$ cat config.mk
export PLATFORM = sky130hd
export DESIGN_NAME = stream_mux_rr_flat
export DESIGN_NICKNAME = d
export VERILOG_FILES = /design/src/rtl/stream_mux_rr_if.sv /design/src/rtl/stream_mux_rr.sv /design/src/flat_wrapper.sv
export SDC_FILE = /design/constraint.sdc
export NUM_CORES = 1
export LEC_CHECK = 0
export ABC_AREA = 1
export CAP_MARGIN = 25
export CORE_ASPECT_RATIO = 1.4
export CORE_MARGIN = 4
export CORE_UTILIZATION = 44
export CTS_BUF_LIST = sky130_fd_sc_hd__clkbuf_4
export DETAILED_ROUTE_END_ITERATION = 10
export GPL_TIMING_DRIVEN = 1
export PLACE_DENSITY = 0.85
export RECOVER_POWER = 25
export SYNTH_ARGS = -nofsm -noshare
export SYNTH_HDL_FRONTEND = slang
export SYNTH_SLANG_ARGS = --single-unit
$ cat constraint.sdc
create_clock -name clk -period 3.3 [get_ports clk]
set_input_delay 0.495 -clock clk [delete_from_list [all_inputs] [get_ports clk]]
set_output_delay 0.495 -clock clk [all_outputs]
set_load 0.02 [all_outputs]
$ cat src/rtl/stream_mux_rr_if.sv
// Bundles the per-channel input handshakes and the registered output stream
// of stream_mux_rr; master drives inputs/out_ready, slave is the mux itself.
`timescale 1ns/1ps
interface stream_mux_rr_if #(
   parameter int N_CH     = 4,
   parameter int WIDTH    = 8,
   parameter int SEL_BITS = 2
);
   logic [N_CH-1:0]       in_valid;
   logic [N_CH-1:0]       in_ready;
   logic [N_CH*WIDTH-1:0] in_data;
   logic [N_CH-1:0]       in_last;
   logic                  out_valid;
   logic                  out_ready;
   logic [WIDTH-1:0]      out_data;
   logic                  out_last;
   logic [SEL_BITS-1:0]   out_sel;

   modport master (
      output in_valid, in_data, in_last, out_ready,
      input  in_ready, out_valid, out_data, out_last, out_sel
   );

   modport slave (
      input  in_valid, in_data, in_last, out_ready,
      output in_ready, out_valid, out_data, out_last, out_sel
   );
endinterface

$ cat src/rtl/stream_mux_rr.sv
// N-channel valid/ready stream mux with a registered output stage.
// Packets are never interleaved; arbitration is round-robin or fixed priority.
`timescale 1ns/1ps
module stream_mux_rr #(
   parameter int N_CH     = 4,
   parameter int WIDTH    = 8,
   parameter int SEL_BITS = 2,
   parameter int MODE     = 0
) (
   input  logic           clk,
   input  logic           rst,
   stream_mux_rr_if.slave bus
);
   // state     | meaning
   // ST_IDLE   | between packets, arbitrate among valid channels
   // ST_LOCKED | mid-packet, only lock_ch may transfer until its last beat
   typedef enum logic [0:0] {ST_IDLE, ST_LOCKED} state_t;

   state_t              state_q, state_d;
   logic [SEL_BITS-1:0] ptr_q, ptr_d;
   logic [SEL_BITS-1:0] lock_ch_q, lock_ch_d;
   logic                out_valid_q, out_valid_d;
   logic [WIDTH-1:0]    out_data_q, out_data_d;
   logic                out_last_q, out_last_d;
   logic [SEL_BITS-1:0] out_sel_q, out_sel_d;

   logic                load_en;
   logic [SEL_BITS-1:0] grant;
   logic                grant_vld;
   logic                beat_valid;
   logic [WIDTH-1:0]    beat_data;
   logic                beat_last;
   logic                xfer;
   logic [N_CH-1:0]     in_ready_w;
   int                  start_idx;

   assign load_en = !out_valid_q || bus.out_ready;

   // Scan from the farthest candidate down so the one nearest start_idx wins.
   always_comb begin
      grant     = '0;
      grant_vld = 1'b0;
      start_idx = (MODE == 0) ? int'(ptr_q) : 0;
      if (state_q == ST_LOCKED) begin
         grant     = lock_ch_q;
         grant_vld = 1'b1;
      end else begin
         for (int k = N_CH - 1; k >= 0; k--) begin
            for (int j = 0; j < N_CH; j++) begin
               if (bus.in_valid[j] &&
                   ((start_idx + k == j) || (start_idx + k - N_CH == j))) begin
                  grant     = SEL_BITS'(j);
                  grant_vld = 1'b1;
               end
            end
         end
      end
   end

   always_comb begin
      beat_valid = 1'b0;
      beat_data  = '0;
      beat_last  = 1'b0;
      in_ready_w = '0;
      for (int k = 0; k < N_CH; k++) begin
         if (grant == SEL_BITS'(k)) begin
            beat_valid    = bus.in_valid[k];
            beat_data     = bus.in_data[k*WIDTH +: WIDTH];
            beat_last     = bus.in_last[k];
            in_ready_w[k] = load_en && grant_vld && !rst;
         end
      end
   end

   assign xfer = grant_vld && load_en && beat_valid && !rst;

   always_comb begin
      state_d     = state_q;
      ptr_d       = ptr_q;
      lock_ch_d   = lock_ch_q;
      out_valid_d = out_valid_q;
      out_data_d  = out_data_q;
      out_last_d  = out_last_q;
      out_sel_d   = out_sel_q;
      if (load_en) begin
         out_valid_d = 1'b0;
      end
      if (xfer) begin
         out_valid_d = 1'b1;
         out_data_d  = beat_data;
         out_last_d  = beat_last;
         out_sel_d   = grant;
         if (beat_last) begin
            state_d = ST_IDLE;
            // Pointer advances only at packet end, so single-beat packets rotate too.
            if (MODE == 0) begin
               ptr_d = (int'(grant) == N_CH - 1) ? '0 : grant + 1'b1;
            end
         end else begin
            state_d   = ST_LOCKED;
            lock_ch_d = grant;
         end
      end
   end

   always_ff @(posedge clk) begin
      if (rst) begin
         state_q     <= ST_IDLE;
         ptr_q       <= '0;
         lock_ch_q   <= '0;
         out_valid_q <= 1'b0;
         out_data_q  <= '0;
         out_last_q  <= 1'b0;
         out_sel_q   <= '0;
      end else begin
         state_q     <= state_d;
         ptr_q       <= ptr_d;
         lock_ch_q   <= lock_ch_d;
         out_valid_q <= out_valid_d;
         out_data_q  <= out_data_d;
         out_last_q  <= out_last_d;
         out_sel_q   <= out_sel_d;
      end
   end

   assign bus.in_ready  = in_ready_w;
   assign bus.out_valid = out_valid_q;
   assign bus.out_data  = out_data_q;
   assign bus.out_last  = out_last_q;
   assign bus.out_sel   = out_sel_q;

   a_ready_onehot: assert property (@(posedge clk) $onehot0(in_ready_w));
endmodule

$ cat src/flat_wrapper.sv
// flat-port wrapper written by rule: the top's interface ports become plain ports
module stream_mux_rr_flat 
#(
   parameter int N_CH     = 4,
   parameter int WIDTH    = 8,
   parameter int SEL_BITS = 2,
   parameter int MODE     = 0
)
  (clk, rst, bus_in_valid, bus_in_data, bus_in_last, bus_out_ready, bus_in_ready, bus_out_valid, bus_out_data, bus_out_last, bus_out_sel);
  stream_mux_rr_if #(.N_CH(N_CH), .WIDTH(WIDTH), .SEL_BITS(SEL_BITS)) bus_i ();
  input  logic clk;
  input  logic rst;
  input wire logic [$bits(bus_i.in_valid)-1:0] bus_in_valid;
  input wire logic [$bits(bus_i.in_data)-1:0] bus_in_data;
  input wire logic [$bits(bus_i.in_last)-1:0] bus_in_last;
  input wire logic [$bits(bus_i.out_ready)-1:0] bus_out_ready;
  output wire logic [$bits(bus_i.in_ready)-1:0] bus_in_ready;
  output wire logic [$bits(bus_i.out_valid)-1:0] bus_out_valid;
  output wire logic [$bits(bus_i.out_data)-1:0] bus_out_data;
  output wire logic [$bits(bus_i.out_last)-1:0] bus_out_last;
  output wire logic [$bits(bus_i.out_sel)-1:0] bus_out_sel;
  assign bus_i.in_valid = bus_in_valid;
  assign bus_i.in_data = bus_in_data;
  assign bus_i.in_last = bus_in_last;
  assign bus_i.out_ready = bus_out_ready;
  assign bus_in_ready = bus_i.in_ready;
  assign bus_out_valid = bus_i.out_valid;
  assign bus_out_data = bus_i.out_data;
  assign bus_out_last = bus_i.out_last;
  assign bus_out_sel = bus_i.out_sel;
  stream_mux_rr #(.N_CH(N_CH), .WIDTH(WIDTH), .SEL_BITS(SEL_BITS), .MODE(MODE)) u_core (.clk(clk), .rst(rst), .bus(bus_i));
endmodule
==> results of run 1 <==
critical path, delay by kind of cell:
kind / cells / cell delay [ns]
AND/OR/NAND/NOR: 16 / 0.94
adder cells (fa/ha/maj): 1 / 0.18
buffers and inverters: 4 / 0.97
per-layer routing:
layer  up-vias  routed length [µm]
li1        843                   -
met1       741                1535
met2        55                2103
met3        10                 258
met4         0                  79
met5         -                   0
cell type report:
| type | count | area [µm²] |
|---|---|---|
| flip-flops and latches | 17 | 341.6 |
| fillers | 244 | 775.7 |
| clock buffers | 3 | 22.52 |
| well taps | 37 | 46.29 |
| inverters | 16 | 65.06 |
| repair buffers | 86 | 790.8 |
| multi-input cells | 163 | 888.4 |
| clock inverters | 1 | 5.005 |
timing repair:
action,in CTS,in global routing
gates resized for setup,4,13
buffers inserted,0,1
hold buffers,0,0
setup endpoints to repair,4,16
cloned,0,0
pin swaps,0,1
per-stage QoR:
stage	cell area, µm²	power, W	cells	TNS (ns)	setup slack, ns
2_1_floorplan	1374	0.001421	208	0	0.5540
3_3_place_gp	2123	0.001975	318	-0.1301	-0.04182
3_5_place_dp	2123	0.002011	318	-1.163	-0.1321
4_1_cts	2146	0.002114	322	0	0.09064
5_1_grt	2160	0.002318	323	-0.03403	-0.03403
6_report	2160	0.002145	323	0	0.2168
cell usage in the layout (no fill, tap or decap), drive strengths merged:
| cell type | synthesis | final |
|---|---|---|
| clkbuf | 6 | 6 |
| clkinv | 0 | 1 |
| dfxtp | 17 | 17 |
| ha | 4 | 4 |
| nor2 | 12 | 12 |
| o21ai | 24 | 24 |
| nor3 | 1 | 1 |
| clkdlybuf4s15 | 0 | 1 |
| nand3 | 23 | 23 |
| o211ai | 2 | 2 |
| nand4 | 2 | 2 |
| a21oi | 28 | 28 |
| inv | 16 | 16 |
| dlymetal6s2s | 0 | 1 |
| clkdlybuf4s50 | 0 | 45 |
| dlygate4sd3 | 0 | 8 |
| buf | 6 | 28 |
| nand2 | 67 | 67 |
worst max path at each step:
stage	endpoint	start	slack, ns
floorplan	u_core.lock_ch_q[1]$_SDFFE_PP0P_	u_core.ptr_q[0]$_SDFFE_PP0P_	0.55
global placement	bus_in_ready[3]	bus_in_valid[1]	-0.04
detailed placement	u_core.lock_ch_q[0]$_SDFFE_PP0P_	bus_in_valid[1]	-0.13
CTS	bus_in_ready[2]	bus_in_valid[1]	0.09
global route	bus_in_ready[3]	bus_in_valid[3]	-0.03
finish	bus_in_ready[3]	bus_in_valid[3]	0.22
cell families after synthesis:
| group | share of synthesized area |
|---|---|
| compound gates | 0.2304 |
| fa+ha+maj | 0.03643 |
| buf+inv | 0.1147 |
| flops | 0.2477 |
| simple gates | 0.3707 |
flip-flops by register name (all words and copies together) (netlist names):
name / flops
u_core.bus.out_valid: 1
u_core.bus.out_data: 8
u_core.bus.out_last: 1
u_core.lock_ch_q: 2
u_core.bus.out_sel: 2
u_core.state_q: 1
u_core.ptr_q: 2
power by group:
part	internal (W)	switching (W)
clock	0.0000451	0.0000679
combinational	0.000740	0.000981
sequential	0.000266	0.0000449
==> flow_summary_export.csv, run 1 <==
group,metric,value,unit
pwr,peakVddDrop,675.6,µV
global_routing,grt_use_met3,0.05208,
setup_path,cpMostUsedCell,"nand2_1",
setup_path,path_cells,"clkdlybuf4s50_1, nand2_1, nand2_1, nand2_1, nand2_1, nand2_1, nand2_1, nand2_1, nand2_1, nand2_1, nand2_1, nand2_1, nand2_1, nand2_1, nand2_1, nand2_2, inv_1, ha_1, inv_1, nor2_1, clkdlybuf4s15_1",
synth,yosys_warnings,0,
setup_path,cp_max_fo,3,
floorplan,ioPinCount,59,
timing,clock_skew,0.007783,ns
timing,finalSetupViolCount,0,
pwr,p_per_area,993.2,nW/µm²
setup_path,max_stage_delay,0.51,ns
place,hpwlAfterDp,3.253,mm
timing,fmaxAchievable,0.3243,GHz
timing,hold_ws,0.4707,ns
worst_hold_path,worst_hold_path.num_cells,2,
setup_path,crit_required,2.80,ns
detailed_routing,antenna_left,0,
final_layout,drive_above_1_share,0.2762,
detailed_routing,drc,0,
clocking,numCtsBuffers,3,
detailed_routing,viasPerCell,5.105,
floorplan,die-height,74.12,µm
synth,synth_area_leaders,"dfxtp_1, nand2_1, nand2_2",
clocking,clock-sinks,17,
global_routing,antenna_found_initial,0,
worst_hold_path,whs_endpoint,"u_core.bus.out_data[3]$_SDFFE_PP0P_",
clocking,root_buffer,"clkbuf_4",
synth,syn-instance-count,208,
synth,syn_avg_cell_area,6.605,µm²
synth,seq_area_frac_synth,0.2477,
worst_hold_path,worstHoldPathType,"reg -> reg",
global_routing,met1_usage,0.1933,
synth,ys_seq_elements,17,
setup_path,cp.arrival,2.59,ns
synth,syn_nets,255,
timing,slew_headroom,0.7038,
detailed_routing,wire_per_inst,12.31,µm
global_routing,grt.overflow.total,0,
floorplan,rows,23,
synth,synth.distinct_cells,25,
clocking,cts_tree,"yes",
detailed_routing,vias,1649,
synth,synth_ff_type,"dfxtp_1",
setup_path,cp-end-kind,"output pin",
timing,finalHoldViolCount,0,
timing,min_period,3.083,ns
synth,async_reset_ff_frac,0,
detailed_routing,wirelength,3.976,mm
clocking,insertion_delay,0.29,ns
global_routing,grt_pass1_wl,6.375,mm
run_status,status,"complete, no violations",
floorplan,die_width,55.23,µm
floorplan,core,2935,µm²
synth,netlist.top_cell.by_area,"dfxtp_1",
timing,drv_slew,0,
synth,synth_most_common_cell,"nand2_1",
final_layout,post-route-util,0.7357,
synth,synth_top_area_share,0.2477,
clocking,clk_path_buf_depth,2,
timing,fin_crit_sh,0.9343,
setup_path,reg2reg_to,"u_core.bus.out_data[6]$_SDFFE_PP0P_",
setup_path,slowest_stage,"clkdlybuf4s50_1",
global_routing,globalRoute.busiestLayer,"met2",
synth,synth_edf_count,0,
clocking,path_clk_slew,0.10,ns
final_layout,antenna-diode-count,0,
setup_path,r2r_slack,0.40,ns
setup_path,reg2reg_from,"u_core.ptr_q[0]$_SDFFE_PP0P_",
timing,worst_pin_slew,0.4397,ns
run,cap_violations,0,
pwr,power_leakage,0.9814,nW
synth,synth_common_cells,"nand2_1, nand3_1, nand2_2, o21ai_0",
global_routing,grt_usage,0.1918,
clocking,cts-htree-levels,1,
worst_hold_path,hold_path.startpoint,"u_core.bus.out_data[3]$_SDFFE_PP0P_",
floorplan,start_util,0.4680,
final_layout,nets,334,
setup_path,path_class,"in -> out",
final_layout,area_delta_synth_final,57.19,%
setup_path,worstRegToRegCells,27,
global_routing,grt_pass1_vias,1558,
synth,syn_area,1374,µm²
global_routing,grt_max_degree,18,
setup_path,start_kind,"primary input",
detailed_routing,drt_pass1_iterations,4,
floorplan,dieArea,4093,µm²
place,gp_congestion,0.8574,
place,io_buffers,58,
detailed_routing,drtIter0Drc,28,
global_routing,gr-usage-met2,0.3789,
Power figures use the tool's default switching activity.
==> run 2: changes to the inputs <==
SETUP_SLACK_MARGIN = 0.1   (was unset)
==> run 2 against run 1 <==
  * First-iteration DRC count increased by 11%
  * Sequential share of layout area hardly changed
  * Critical path depth is 6 higher
  * Final cell count did not move
  * Clock skew fell by 0.0020 ns
  * Hold slack got worse by 0.0012 ns
  * Register-to-register slack hardly changed
  * Critical endpoint is now u_core.bus.out_data[6]$_SDFFE_PP0P_
  * Largest cell class unchanged
==> flow_summary_export.csv, run 2 (synthesis results as in run 1) <==
group,metric,value,unit
worst_hold_path,worstHoldPathType,"reg -> reg",
setup_path,critPathBufInv,5,
place,hpwlAfterDp,3.253,mm
run_status,status,"complete, no violations",
final_layout,drive_above_1_share,0.2867,
pwr,power_leakage,0.9898,nW
detailed_routing,wirelength,3.978,mm
global_routing,grt_max_degree,18,
clocking,cts-hold-fix-buffers,0,
floorplan,die_width,55.23,µm
setup_path,cp-end-kind,"register",
setup_path,path_delay_family,"simple AND/OR/NAND/NOR gates",
floorplan,ioPinCount,59,
floorplan,core,2935,µm²
run,cap_violations,0,
timing,fin_ws,0.3521,ns
global_routing,grt_usage,0.1918,
detailed_routing,drt_pass1_iterations,4,
detailed_routing,drtIter0Drc,31,
clocking,insertion_delay,0.29,ns
final_layout,area_delta_synth_final,57.65,%
setup_path,crit_required,3.53,ns
global_routing,grt.overflow.total,0,
timing,fmaxAchievable,0.3392,GHz
detailed_routing,viasPerCell,5.099,
timing,clock_skew,0.005769,ns
pwr,p_per_area,996.0,nW/µm²
floorplan,die-height,74.12,µm
timing,drv_slew,0,
detailed_routing,wire_per_inst,12.32,µm
setup_path,start_kind,"primary input",
timing,min_period,2.948,ns
clocking,root_buffer,"clkbuf_4",
detailed_routing,drc,0,
global_routing,antenna_found_initial,0,
detailed_routing,vias,1647,
pwr,peakVddDrop,675.8,µV
global_routing,grt_pass1_wl,6.375,mm
timing,hold_ws,0.4695,ns
timing,worst_pin_slew,0.4642,ns
place,dp_slack,-0.1321,ns
timing,fin_crit_sh,0.8933,
final_layout,n_fill_cell,240,
clocking,path_clk_slew,0.10,ns
setup_path,slowest_stage,"clkdlybuf4s50_1",
final_layout,post-route-util,0.7379,
final_layout,mostFrequentLayoutCells,"nand2_1, clkdlybuf4s50_1, buf_4",
setup_path,cpMostUsedCell,"nand2_1",
detailed_routing,antenna_left,0,
timing,finalHoldViolCount,0,
place,io_buffers,58,
clocking,clk_path_buf_depth,2,
setup_path,max_stage_delay,0.53,ns
timing,rsz0062_at_grt,"no",
setup_path,path_class,"in -> reg",
timing,slew_headroom,0.6873,
clocking,clock-sinks,17,
global_routing,grt_pass1_vias,1558,
final_layout,antenna-diode-count,0,
final_layout,final_common_cell,"nand2_1",
clocking,cts_tree,"yes",
floorplan,dieArea,4093,µm²
timing,finalSetupViolCount,0,
setup_path,cp.arrival,3.17,ns
clocking,cts-htree-levels,1,
setup_path,r2r_slack,0.41,ns
place,gp_congestion,0.8574,
clocking,numCtsBuffers,3,
floorplan,rows,23,
final_layout,nets,334,
floorplan,start_util,0.4680,
final_layout,largest_register_ffs,8,
setup_path,cp_max_fo,9,
run 2: changes by cell type in the layout (fill, tap and decap cells not counted), sizes merged:
| cell | before | now |
|---|---|---|
| clkdlybuf4s15 | 1 | 0 |
| clkbuf | 6 | 7 |
| clkdlybuf4s50 | 45 | 44 |
| dlymetal6s2s | 1 | 2 |
run 2: final timing paths:
| kind | startpoint | end | depth (start not counted) |
|---|---|---|---|
| worst min register to register | u_core.bus.out_data[3]$_SDFFE_PP0P_ | u_core.bus.out_data[3]$_SDFFE_PP0P_ | 2 |
| worst max register to register | u_core.ptr_q[0]$_SDFFE_PP0P_ | u_core.bus.out_data[6]$_SDFFE_PP0P_ | 28 |
| worst max-delay path | bus_in_valid[0] | u_core.bus.out_data[6]$_SDFFE_PP0P_ | 27 |
| worst min-delay path | u_core.bus.out_data[3]$_SDFFE_PP0P_ | u_core.bus.out_data[3]$_SDFFE_PP0P_ | 2 |
run 2: routing by layer:
metal	vias up	routed length (µm)	track usage
li1	844	-	-
met1	738	1507	0.1933
met2	55	2130	0.3789
met3	10	260	0.05208
met4	0	79	0.06486
met5	-	0	0
run 2: worst min-delay path, cell delays in order (launching register included):
cell	delay, ns
dfxtp_1	0.33
nand2_2	0.07
a21oi_2	0.04
run 2: metrics by stage:
step	cell area [µm²]	std cells	TNS (ns)	power, W
2_1_floorplan	1374	208	0	0.001421
3_3_place_gp	2123	318	-0.1301	0.001975
3_5_place_dp	2123	318	-1.163	0.002011
4_1_cts	2146	322	0	0.002114
5_1_grt	2166	323	0	0.002331
6_report	2166	323	0	0.002157
run 2: power breakdown:
| part | switching [W] | internal [W] | leakage [nW] | total (W) |
|---|---|---|---|---|
| combinational | 0.000987 | 0.000748 | 0.833 | 0.00173 |
| clock | 0.0000670 | 0.0000451 | 0.0177 | 0.000112 |
| sequential | 0.0000448 | 0.000266 | 0.139 | 0.000311 |
| total | 0.00110 | 0.00106 | 0.990 | 0.00216 |
run 2: what timing repair did:
item | 4_1_cts | 5_1_grt
resized for setup | 4 | 19
endpoints found under the setup margin | 4 | 21
pin swaps | 0 | 3
buffers inserted | 0 | 1
run 2: layout make-up:
cell class	count	area [µm²]	area share
multi-input cells	163	890.9	0.4113
repair buffers	86	792.0	0.3657
flip-flops and latches	17	341.6	0.1577
inverters	16	67.56	0.03120
well taps	37	46.29	0.02137
clock buffers	3	22.52	0.01040
clock inverters	1	5.005	0.002311
==> run 3: changes to the inputs <==
CORE_UTILIZATION = 30   (was 44)
PLACE_DENSITY = 0.62   (was 0.85)
==> run 3 against run 2 <==
  * Sequential share of layout area fell by 0.27 points
  * Die area grew 40%
  * Combinational power shrank 2%
  * Critical path depth decreased by 9
  * Sequential power grew 2%
  * Clock power about the same
  * Final area rose by 2.1%
  * Sequential cell count is the same
  * Hold slack better by 0.0070 ns
  * Clock skew increased by 0.0071 ns
  * Routed wire length rose by 4.1%
==> flow_summary_export.csv, run 3 (synthesis results as in run 1) <==
group,metric,value,unit
clocking,clk_path_buf_depth,2,
setup_path,cp-end-kind,"output pin",
floorplan,dieArea,5741,µm²
timing,fin_setup_tns,0,ns
worst_hold_path,worstHoldPathType,"reg -> reg",
detailed_routing,drt_pass1_iterations,4,
pwr,p_per_area,955.7,nW/µm²
detailed_routing,vias,1617,
detailed_routing,wirelength,4.141,mm
global_routing,grt_usage,0.1511,
global_routing,grt_pass1_vias,1634,
timing,slew_headroom,0.8112,
setup_path,reg2reg_from,"u_core.ptr_q[0]$_SDFFE_PP0P_",
floorplan,die_width,65.19,µm
run,cap_violations,0,
setup_path,path_class,"in -> out",
clocking,cts-hold-fix-buffers,0,
detailed_routing,antenna_left,0,
clocking,insertion_delay,0.29,ns
timing,finalHoldViolCount,0,
pwr,peakVddDrop,363.8,µV
setup_path,r2r_slack,0.49,ns
floorplan,die-height,88.07,µm
place,io_buffers,58,
timing,min_period,2.995,ns
final_layout,area_delta_synth_final,61.02,%
worst_hold_path,worst_hold_path.num_cells,2,
global_routing,grt.overflow.total,0,
clocking,path_clk_slew,0.10,ns
setup_path,start_kind,"primary input",
final_layout,antenna-diode-count,0,
final_layout,seq_area,342.8,µm²
final_layout,drive_above_1_share,0.2847,
timing,worst_pin_slew,0.2802,ns
floorplan,rows,28,
detailed_routing,drtIter0Drc,94,
floorplan,core,4344,µm²
final_layout,nets,336,
final_layout,n_fill_cell,479,
floorplan,ioPinCount,59,
clocking,root_buffer,"clkbuf_4",
detailed_routing,wire_per_inst,11.90,µm
timing,clock_skew,0.01283,ns
detailed_routing,drc,0,
final_layout,largest_register_ffs,8,
timing,fmaxAchievable,0.3339,GHz
run_status,status,"complete, no violations",
final_layout,final_common_cell,"nand2_1",
worst_hold_path,hold_path.startpoint,"u_core.bus.out_data[3]$_SDFFE_PP0P_",
global_routing,antenna_found_initial,0,
worst_hold_path,whs_endpoint,"u_core.bus.out_data[3]$_SDFFE_PP0P_",
clocking,cts-htree-levels,1,
final_layout,post-route-util,0.5092,
global_routing,grt_pass1_wl,6.879,mm
place,hpwlAfterDp,3.479,mm
setup_path,reg2reg_to,"u_core.ptr_q[1]$_SDFFE_PP0P_",
clocking,clock-sinks,17,
clocking,numCtsBuffers,3,
timing,finalSetupViolCount,0,
timing,fin_crit_sh,0.9075,
setup_path,cp_max_fo,5,
timing,rsz0062_at_grt,"no",
clocking,cts_tree,"yes",
floorplan,start_util,0.3162,
setup_path,worstRegToRegCells,28,
setup_path,cp.arrival,2.50,ns
final_layout,mostFrequentLayoutCells,"nand2_1, clkdlybuf4s50_1, buf_4",
global_routing,grt_max_degree,18,
final_layout,multi_input_comb_area,883.3,µm²
pwr,power_leakage,0.9915,nW
setup_path,crit_required,2.80,ns
timing,drv_slew,0,
detailed_routing,viasPerCell,4.647,
place,gp_congestion,0.8355,
## run 3: cell count changes in the layout (fill, tap and decap cells not counted), sizes merged
cell / change
buf: +2
clkbuf: -1
clkdlybuf4s15: +1
clkdlybuf4s50: +1
dlymetal6s2s: -1
## run 3: worst max path at each step
stage	slack [ns]	startpoint	depth (start not counted)	to
detailed placement	-0.14	bus_in_valid[1]	21	bus_in_ready[3]
floorplan	0.55	u_core.ptr_q[0]$_SDFFE_PP0P_	29	u_core.lock_ch_q[1]$_SDFFE_PP0P_
finish	0.31	bus_in_valid[2]	18	bus_in_ready[0]
global placement	-0.08	bus_in_valid[1]	21	bus_in_ready[3]
global route	0.10	bus_in_valid[2]	18	bus_in_ready[0]
CTS	0.13	bus_in_valid[1]	21	bus_in_ready[3]
## run 3: stage by stage
step	instance area (µm²)	power, W	setup WS (ns)	hold WS (ns)	cells
3_5_place_dp	2187	0.002041	-0.1437	0.4627	344
3_3_place_gp	2187	0.002026	-0.08370	0.4619	344
6_report	2212	0.002114	0.3054	0.4765	348
2_1_floorplan	1374	0.001421	0.5540	0.4887	208
5_1_grt	2212	0.002335	0.1007	0.4967	348
4_1_cts	2210	0.002140	0.1270	0.4836	348
## run 3: timing repair
item | in CTS | in global routing
setup endpoints to repair | 4 | 21
gates cloned | 0 | 0
resized for setup | 4 | 14
setup buffers | 0 | 0
## run 3: metal layers
metal,vias to the layer above,share of wire,global-route usage,wire (µm)
met2,40,0.54,0.3005,2250
met1,722,0.39,0.1563,1620
met3,0,0.065,0.05263,269
met4,0,0,0.009434,0
li1,855,-,-,-
met5,-,0,0,0
## run 3: critical path, stage by stage
cell and delay, ns:
clkdlybuf4s50_1 0.58, nand2_1 0.10, buf_4 0.14, nand2_1 0.05, nand2_1 0.04, nand2_1 0.05, nand2_1 0.04, nand2_1 0.05
nand2_1 0.04, nand2_1 0.05, nand2_1 0.04, nand2_1 0.05, nand2_1 0.06, nand2_2 0.09, ha_1 0.18, inv_1 0.04
nor2_1 0.10, clkdlybuf4s15_1 0.31
## run 3: final cells by class
class	count	area share
clock buffers	3	0.01018
inverters	16	0.02941
repair buffers	88	0.3699
clock inverters	1	0.002262
multi-input cells	163	0.3993
flip-flops and latches	17	0.1550
well taps	60	0.03394
## run 3: power breakdown
group / switching, W / leakage (nW) / internal [W]
logic: 0.000958 / 0.834 / 0.000730
registers: 0.0000495 / 0.140 / 0.000267
clock network: 0.0000644 / 0.0177 / 0.0000451
total: 0.00107 / 0.992 / 0.00104
